--- config.mk ---
export PLATFORM = sky130hd
export DESIGN_NAME = memory_access_stage
export DESIGN_NICKNAME = d
export VERILOG_FILES = /design/src/rtl/memory_access_stage.sv
export SDC_FILE = /design/constraint.sdc
export NUM_CORES = 1
export LEC_CHECK = 0
export BUFFER_PORTS_ARGS = -buffer_cell sky130_fd_sc_hd__buf_4
export CAP_MARGIN = 15
export CORE_AREA = 8 8 158 160
export CTS_BUF_LIST = sky130_fd_sc_hd__clkbuf_4 sky130_fd_sc_hd__clkbuf_8
export CTS_CLUSTER_SIZE = 14
export DETAILED_ROUTE_END_ITERATION = 16
export DIE_AREA = 0 0 166 168
export GPL_ROUTABILITY_DRIVEN = 0
export RECOVER_POWER = 100
export SYNTH_ARGS = -nofsm -noshare
export SYNTH_HDL_FRONTEND = slang
export SYNTH_SLANG_ARGS = --single-unit
--- constraint.sdc ---
create_clock -name clock -period 1.95 [get_ports clock]
set_input_delay 0.0975 -clock clock [delete_from_list [all_inputs] [get_ports clock]]
set_output_delay 0.0975 -clock clock [all_outputs]
set_load 0.01 [all_outputs]
--- src/rtl/memory_access_stage.sv ---
// RV32I MEM stage: one data-bus transaction per load/store, load alignment/extension, registered MEM->WB payload.
// Latency: 1 cycle for non-memory ops, >=2 cycles for loads/stores. memoryStall holds upstream while a bus access is outstanding.
package memory_access_stage_pkg;
    localparam logic [1:0] WB_NONE = 2'd0;
    localparam logic [1:0] WB_ALU  = 2'd1;
    localparam logic [1:0] WB_MEM  = 2'd2;
    localparam logic [1:0] WB_PC4  = 2'd3;

    typedef struct packed {
        logic        valid;
        logic [31:0] programCounter;
        logic [31:0] programCounterPlus4;
        logic [31:0] result;
        logic [31:0] storeData;
        logic [4:0]  destinationRegister;
        logic        memoryReadEnable;
        logic        memoryWriteEnable;
        logic [1:0]  memoryWidth;
        logic        memorySigned;
        logic [1:0]  writebackType;
        logic        illegal;
        logic [11:0] destinationCSR;
        logic [31:0] oldCSRValue;
        logic [1:0]  CSROp;
        logic        CSRWriteIntent;
    } executeMemoryPayload_;

    typedef struct packed {
        logic        valid;
        logic [31:0] programCounter;
        logic [31:0] data;
        logic [4:0]  destinationRegister;
        logic        writebackEnable;
        logic        illegal;
        logic [11:0] destinationCSR;
        logic [31:0] oldCSRValue;
        logic [1:0]  CSROp;
        logic        CSRWriteIntent;
    } memoryWritebackPayload_;
endpackage

module memory_access_stage
    import memory_access_stage_pkg::*;
(
    input  logic                   clock,
    input  logic                   resetN,
    input  executeMemoryPayload_   executeMemoryPayload,
    input  logic                   flush,
    output logic                   memoryStall,
    output logic                   dataRequest,
    output logic                   dataWrite,
    output logic [31:0]            dataAddress,
    output logic [3:0]             dataByteEnable,
    output logic [31:0]            dataWriteData,
    input  logic                   dataGrant,
    input  logic                   dataResponseValid,
    input  logic [31:0]            dataReadData,
    input  logic                   dataError,
    output memoryWritebackPayload_ memoryWritebackPayload,
    output logic                   loadMisaligned,
    output logic                   storeMisaligned,
    output logic                   accessFault
);
    typedef enum logic [1:0] {IDLE, REQUEST, RESPONSE, DRAIN} state_;

    state_                  state, nextState;
    memoryWritebackPayload_ nextPayload;
    logic                   nextLoadMisaligned, nextStoreMisaligned, nextAccessFault;
    logic                   memoryOp, misaligned, alignedOp, responseDone;
    logic [31:0]            shiftedRead, loadData;

    always_comb begin
        memoryOp = executeMemoryPayload.valid &&
                   (executeMemoryPayload.memoryReadEnable || executeMemoryPayload.memoryWriteEnable);
        unique case (executeMemoryPayload.memoryWidth)
            2'b00:   misaligned = 1'b0;
            2'b01:   misaligned = executeMemoryPayload.result[0];
            2'b10:   misaligned = executeMemoryPayload.result[1:0] != 2'b00;
            default: misaligned = 1'b1;
        endcase
        misaligned   = misaligned && memoryOp;
        alignedOp    = memoryOp && !misaligned;
        responseDone = (state == RESPONSE) && dataResponseValid;
    end

    // Bus side: address/enables/data are pure functions of the held payload, so they stay stable until response.
    always_comb begin
        dataRequest    = !flush && alignedOp && (state == IDLE || state == REQUEST);
        dataWrite      = executeMemoryPayload.memoryWriteEnable;
        dataAddress    = {executeMemoryPayload.result[31:2], 2'b00};
        memoryStall    = !flush && alignedOp && !responseDone;
        unique case (executeMemoryPayload.memoryWidth)
            2'b00: begin
                dataByteEnable = 4'b0001 << executeMemoryPayload.result[1:0];
                dataWriteData  = {4{executeMemoryPayload.storeData[7:0]}};
            end
            2'b01: begin
                dataByteEnable = 4'b0011 << executeMemoryPayload.result[1:0];
                dataWriteData  = {2{executeMemoryPayload.storeData[15:0]}};
            end
            default: begin
                dataByteEnable = 4'b1111;
                dataWriteData  = executeMemoryPayload.storeData;
            end
        endcase
    end

    always_comb begin
        shiftedRead = dataReadData >> {executeMemoryPayload.result[1:0], 3'b000};
        unique case (executeMemoryPayload.memoryWidth)
            2'b00:   loadData = {{24{executeMemoryPayload.memorySigned & shiftedRead[7]}}, shiftedRead[7:0]};
            2'b01:   loadData = {{16{executeMemoryPayload.memorySigned & shiftedRead[15]}}, shiftedRead[15:0]};
            default: loadData = shiftedRead;
        endcase
    end

    always_ff @(posedge clock or negedge resetN) begin
        if (!resetN) state <= IDLE;
        else         state <= nextState;
    end

    always_comb begin
        nextState = state;
        unique case (state)
            IDLE:     if (alignedOp && !flush) nextState = dataGrant ? RESPONSE : REQUEST;
            REQUEST:  if (flush) nextState = IDLE;
                      else if (dataGrant) nextState = RESPONSE;
            RESPONSE: if (dataResponseValid) nextState = IDLE;
                      else if (flush) nextState = DRAIN;
            DRAIN:    if (dataResponseValid) nextState = IDLE;
            default:  nextState = IDLE;
        endcase
    end

    // Faults keep the pass-through fields so WB can report a precise trap with the right PC.
    always_comb begin
        nextPayload         = '0;
        nextLoadMisaligned  = 1'b0;
        nextStoreMisaligned = 1'b0;
        nextAccessFault     = 1'b0;
        if (!flush && (!alignedOp || responseDone)) begin
            nextPayload.valid               = executeMemoryPayload.valid;
            nextPayload.programCounter      = executeMemoryPayload.programCounter;
            nextPayload.destinationRegister = executeMemoryPayload.destinationRegister;
            nextPayload.illegal             = executeMemoryPayload.illegal;
            nextPayload.destinationCSR      = executeMemoryPayload.destinationCSR;
            nextPayload.oldCSRValue         = executeMemoryPayload.oldCSRValue;
            nextPayload.CSROp               = executeMemoryPayload.CSROp;
            nextPayload.CSRWriteIntent      = executeMemoryPayload.CSRWriteIntent;
            unique case (executeMemoryPayload.writebackType)
                WB_MEM:  nextPayload.data = loadData;
                WB_PC4:  nextPayload.data = executeMemoryPayload.programCounterPlus4;
                default: nextPayload.data = executeMemoryPayload.result;
            endcase
            if (misaligned || (alignedOp && dataError)) begin
                nextPayload.illegal = 1'b1;
                nextPayload.data    = executeMemoryPayload.result;
                nextLoadMisaligned  = misaligned && executeMemoryPayload.memoryReadEnable;
                nextStoreMisaligned = misaligned && !executeMemoryPayload.memoryReadEnable;
                nextAccessFault     = !misaligned;
            end
            nextPayload.writebackEnable = nextPayload.valid && !nextPayload.illegal &&
                                          executeMemoryPayload.writebackType != WB_NONE &&
                                          executeMemoryPayload.destinationRegister != 5'd0;
        end
    end

    always_ff @(posedge clock or negedge resetN) begin
        if (!resetN) begin
            memoryWritebackPayload <= '0;
            loadMisaligned         <= 1'b0;
            storeMisaligned        <= 1'b0;
            accessFault            <= 1'b0;
        end else begin
            memoryWritebackPayload <= nextPayload;
            loadMisaligned         <= nextLoadMisaligned;
            storeMisaligned        <= nextStoreMisaligned;
            accessFault            <= nextAccessFault;
        end
    end
endmodule

After elaboration in Yosys (flattened, before gate mapping):

Index checks and enable logic that the tools add are counted.

* $add $sub $neg: 0
* multiply operators: 0
* divide/modulo/power cells: 0
* magnitude comparators: 0
* equality and inequality tests: 11
* shifts and indexed selects: 3
* multiplexer cells: 23
* bitwise operators: 2
* reductions and logical operators: 30

Operators by type and width (number)
* $pmux 32 s2: 3
* $mux 119: 1
* $mux 32: 1
* $shr 32x5->32: 1
* $logic_and 1x1->1: 14
* $mux 2: 7
* $eq 2x2->1 const B: 5
* $mux 1: 8
* $pmux 2 s4: 1
* $pmux 4 s2: 1
* $logic_not 1->1: 6
* $ne 3x3->1 const B: 2
* $reduce_bool 5->1: 1
* $eq 2x1->1 const B: 2
* $logic_not 2->1: 2
* $logic_or 1x1->1: 4
* $ne 2x2->1 const B: 2
* $reduce_and 4->1: 1
* $reduce_bool 2->1: 2
* $shl 1x2->4 const A: 1
* $shl 2x2->4 const A: 1
* $pmux 1 s3: 1
* $and 1x1->1: 2

* bits in registers: 124
* latch bits: 0
* memory bits (writable): 0
* ROM bits: 0
* bits of input ports: 227
* output and inout bits: 193
* word-level logic and storage cells: 83
* memories kept: 0

Logic depth before layout (Yosys ltp):

* depth in word-level cells: 14
* gate-level depth with buffers: 7

Worst setup path after synthesis:

Ideal clock, no wire load.

* path type: register to register
* from: reg state[0]
* to: reg memoryWritebackPayload[75] in the netlist's numbering
* arrival time: 1.455 ns
* required time: 1.884 ns
* path slack: 0.429 ns
* stages on the path, launching flop included: 7
* buffers on the path: 2
* cell sequence: dfrtp_1 -> and3b_1 -> nor3b_1 -> a21o_1 -> buf_2 -> buf_2 -> a22o_1

RTL lines
* from (decl): line 66 `state_ state, nextState;`
* from (signal assigned): line 119 `else state <= nextState;`
* to (signal assigned): line 175 `memoryWritebackPayload <= nextPayload;`
* to (decl): line 59 `output memoryWritebackPayload_ memoryWritebackPayload,`

==> run_results.csv <==
group,metric,value,unit
worst_setup_path,r2r_slack,190,ps
yosys,yosysSeqAreaShare,0.506,
power,seqPwrFrac,0.410,
yosys,synthFlopType,"dfrtp_1",
routing,dr.pass1.iters,5,
grt,antenna_found_initial,2,
sta,final.setup.worst_slack,187,ps
worst_setup_path,critPathLaunch,"state[1]$_DFFE_PN0P_",
grt,grt_max_degree,58,
floorplan,dieHeight,168,microns
routing,drc,0,
worst_setup_path,cp.required,2270,ps
worst_setup_path,reg2reg_depth,5,
sta,timing.final.hold_violations,0,
worst_setup_path,worstPathMaxFanout,17,
power,swShare,0.314,
min_path,holdCritStartpoint,"executeMemoryPayload[125]",
worst_setup_path,cp-end-kind,"register",
grt,overflow,0,
floorplan,start_util,0.274,
worst_setup_path,worst_setup_path_start_kind,"register",
cells_and_area,syn_to_final_growth,67.1,%
sta,max_slew_margin,0.346,
routing,detail-route-antenna-nets,0,
yosys,syn_inst,570,
yosys,yosysUniqueCellTypes,60,
routing,vias_per_cell,4.77,
cells_and_area,fin_util,0.458,
routing,drt_iter0_markers,429,
sta,rsz0062_at_grt,"false",
yosys,synth_area,0.00613,sq mm
grt,grt_pass1_vias,7107,
sta,setup_tns,0,ps
place,postPlaceCellArea,0.00924,sq mm
clock_tree,root_buffer,"clkbuf_8",
power,p_sw,2.13,mW
worst_setup_path,r2r-end,"memoryWritebackPayload[75]$_DFF_PN0_",
worst_setup_path,setup.worst_path.class,"register to register",
worst_setup_path,slowest_delay,430,ps
routing,wirelength,30500,microns
worst_setup_path,crit_arrival,2080,ps
clock_tree,ctsHtreeMaxLevel,4,
min_path,min_delay_path_depth,3,
yosys,yosysWarnings,0,
floorplan,core,0.0224,sq mm
power,p_leak,5.09,nW
clock_tree,insertion_delay,430,ps
yosys,yosys-top-cells-area,"dfrtp_1, and3_1, mux2i_1",
grt,grtUsageTotal,0.212,
sta,period_minus_slack,1760,ps
power,internal_power,4.64,mW
grt,grt_first_pass_wirelength,45300,microns
sta,finalMaxSlewViolations,0,
worst_setup_path,crit_chain,"and3b_1 -> a211oi_1 -> nor3_2 -> buf_4 -> a22o_1",
sta,worst_pin_slew,981,ps
power,power_frac_comb,0.251,
cells_and_area,drive_gt1_frac,0.287,
clock_tree,tritoncts,"yes",
place,portBuffers,417,
outcome,status,"finished, final reports clean",
clock_tree,cts_setup_buffers,0,
sta,max_freq,0.567,GHz
clock_tree,clkSinkCount,124,
run,drv_cap,0,
routing,vias,6518,
cells_and_area,fillCellCount,2231,
sta,fin_crit_sh,0.904,
power,peakVddDrop,0.000341,V
routing,routedWlPerCell,22.3,microns
min_path,hp-class,"primary input to register",
floorplan,io_pins,420,
sta,setup-violations-final,0,
power,power_density,661,mW/mm^2
clock_tree,cts_made_buffers,17,
place,placed_cells,1202,
worst_setup_path,worstReg2RegStart,"state[1]$_DFFE_PN0P_",
sta,worst_hold_slack,54.0,ps
yosys,synth_top_area_cell,"dfrtp_1",
power,clock_power_share,0.339,
min_path,hold_end,"memoryWritebackPayload[55]$_DFF_PN0_",
place,dpl_worst_slack,231,ps
clock_tree,clk_pin_slew,90,ps
yosys,synth_edf_count,0,
sta,fin_skew,17.5,ps
floorplan,fp.dieW,166,microns
floorplan,rows,55,
worst_setup_path,slowest_stage,"dfrtp_1",
power,power,6.77,mW
yosys,ys_ff_latch,124,
floorplan,die_area,0.0279,sq mm
cells_and_area,fin_cells,1367,
cells_and_area,final_area,0.0102,sq mm
cells_and_area,nets,1295,
place,dp_hpwl,23600,microns
clock_tree,clockBufferDepth,2,
yosys,synth_area_per_cell,10.8,sq um
yosys,ys_async_sr_fraction,1.00,
yosys,yosysTopAreaCellShare,0.506,
worst max-delay path by stage:
stage / endpoint / depth (start not counted) / slack (ps)
4_1_cts: state[0]$_DFFE_PN0P_ / 7 / 70
6_report: memoryWritebackPayload[75]$_DFF_PN0_ / 5 / 190
3_5_place_dp: memoryWritebackPayload[66]$_DFF_PN0_ / 5 / 230
2_1_floorplan: memoryWritebackPayload[75]$_DFF_PN0_ / 6 / 430
5_1_grt: state[0]$_DFFE_PN0P_ / 7 / 70
3_3_place_gp: memoryWritebackPayload[43]$_DFF_PN0_ / 5 / 250
per-layer routing:
metal	up-vias	wire, microns	part of all wire	GRT usage
li1	3017	-	-	-
met1	3124	11800	0.39	0.233
met2	344	15600	0.51	0.385
met3	31	2450	0.080	0.0699
met4	2	690	0.023	0.0581
met5	-	13	0.00043	0
critical path: cells and delay by family (launching register included):
family | cells | cell delay, ps
compound gates | 2 | 660
buf+inv | 1 | 220
simple gates | 2 | 340
flops | 1 | 430
what timing repair did:
| item | 4_1_cts | 5_1_grt |
|---|---|---|
| hold buffers | 132 | 0 |
| resized for setup | 0 | 2 |
| endpoints found under the hold margin | 245 | 0 |
| setup endpoints to repair | 0 | 1 |
sequential cells by signal, summed over array words and instances, names as in the netlist:
name / count
state: 2
loadMisaligned: 1
memoryWritebackPayload: 119
storeMisaligned: 1
accessFault: 1
power by group through the flow:
stage / clock network (mW) / registers [mW] / logic, mW
2_1_floorplan: 0 / 2.91 / 0.610
3_3_place_gp: 0 / 2.83 / 1.68
3_5_place_dp: 0 / 2.83 / 1.68
4_1_cts: 2.38 / 2.78 / 1.91
5_1_grt: 2.48 / 2.79 / 1.83
6_report: 2.29 / 2.78 / 1.70
layout by cell type, fill, tap and decap left out, types with 8 or more instances in the layout:
master         netlist  routed
buf_4               43     239
clkbuf_1            24     181
dlygate4sd3_1        0     132
dfrtp_1            124     124
and3_1              87      87
mux2i_1             45      45
nand2_1             39      39
o21ai_0             25      25
nor2_1              23      23
clkbuf_8             0      18
a22o_1              17      17
clkbuf_4             0      11
a211oi_1             8       9
mux2_2               9       8
a32oi_1              8       8
a2bb2oi_1            8       8
logic make-up after synthesis:
| family | synth area share |
|---|---|
| DFF | 0.506 |
| buffers and inverters | 0.101 |
| AOI/OAI and AO/OA | 0.139 |
| and+or+nand+nor | 0.159 |
| muxes | 0.0924 |
| xor gates and xnor gates | 0.00143 |
| other | 0.000612 |
synth_stat cells, drive strengths merged (2+ instances only):
master and number:
mux2i 45, nor3 6, inv 8, a21oi 4
o21bai 3, and3 87, o32ai 6, clkbuf 25
or3 2, o21a 2, dfrtp 124, buf 66
or2 3, a22o 17, mux2 10, a311o 6
o22ai 6, o211ai 3, and2 2, a211oi 9
nor2 23, and3b 2, nor4 2, nor3b 2
o21ai 26, a21o 2, a32oi 8, nand2 40
nor2b 3, a2bb2oi 8
cell type report:
| type | count | area [sq um] | share of cell area |
|---|---|---|---|
| Timing Repair Buffer | 569 | 3940 | 0.384 |
| Inverter | 9 | 33.8 | 0.00330 |
| Clock buffer | 18 | 248 | 0.0242 |
| Clock inverter | 14 | 145 | 0.0142 |
| Sequential cell | 124 | 3100 | 0.303 |
| Multi-Input combinational cell | 347 | 2420 | 0.236 |
| Tap cell | 285 | 357 | 0.0348 |
| Antenna cell | 1 | 2.50 | 0.000244 |
No activity file was read; power rests on OpenSTA's default activity.
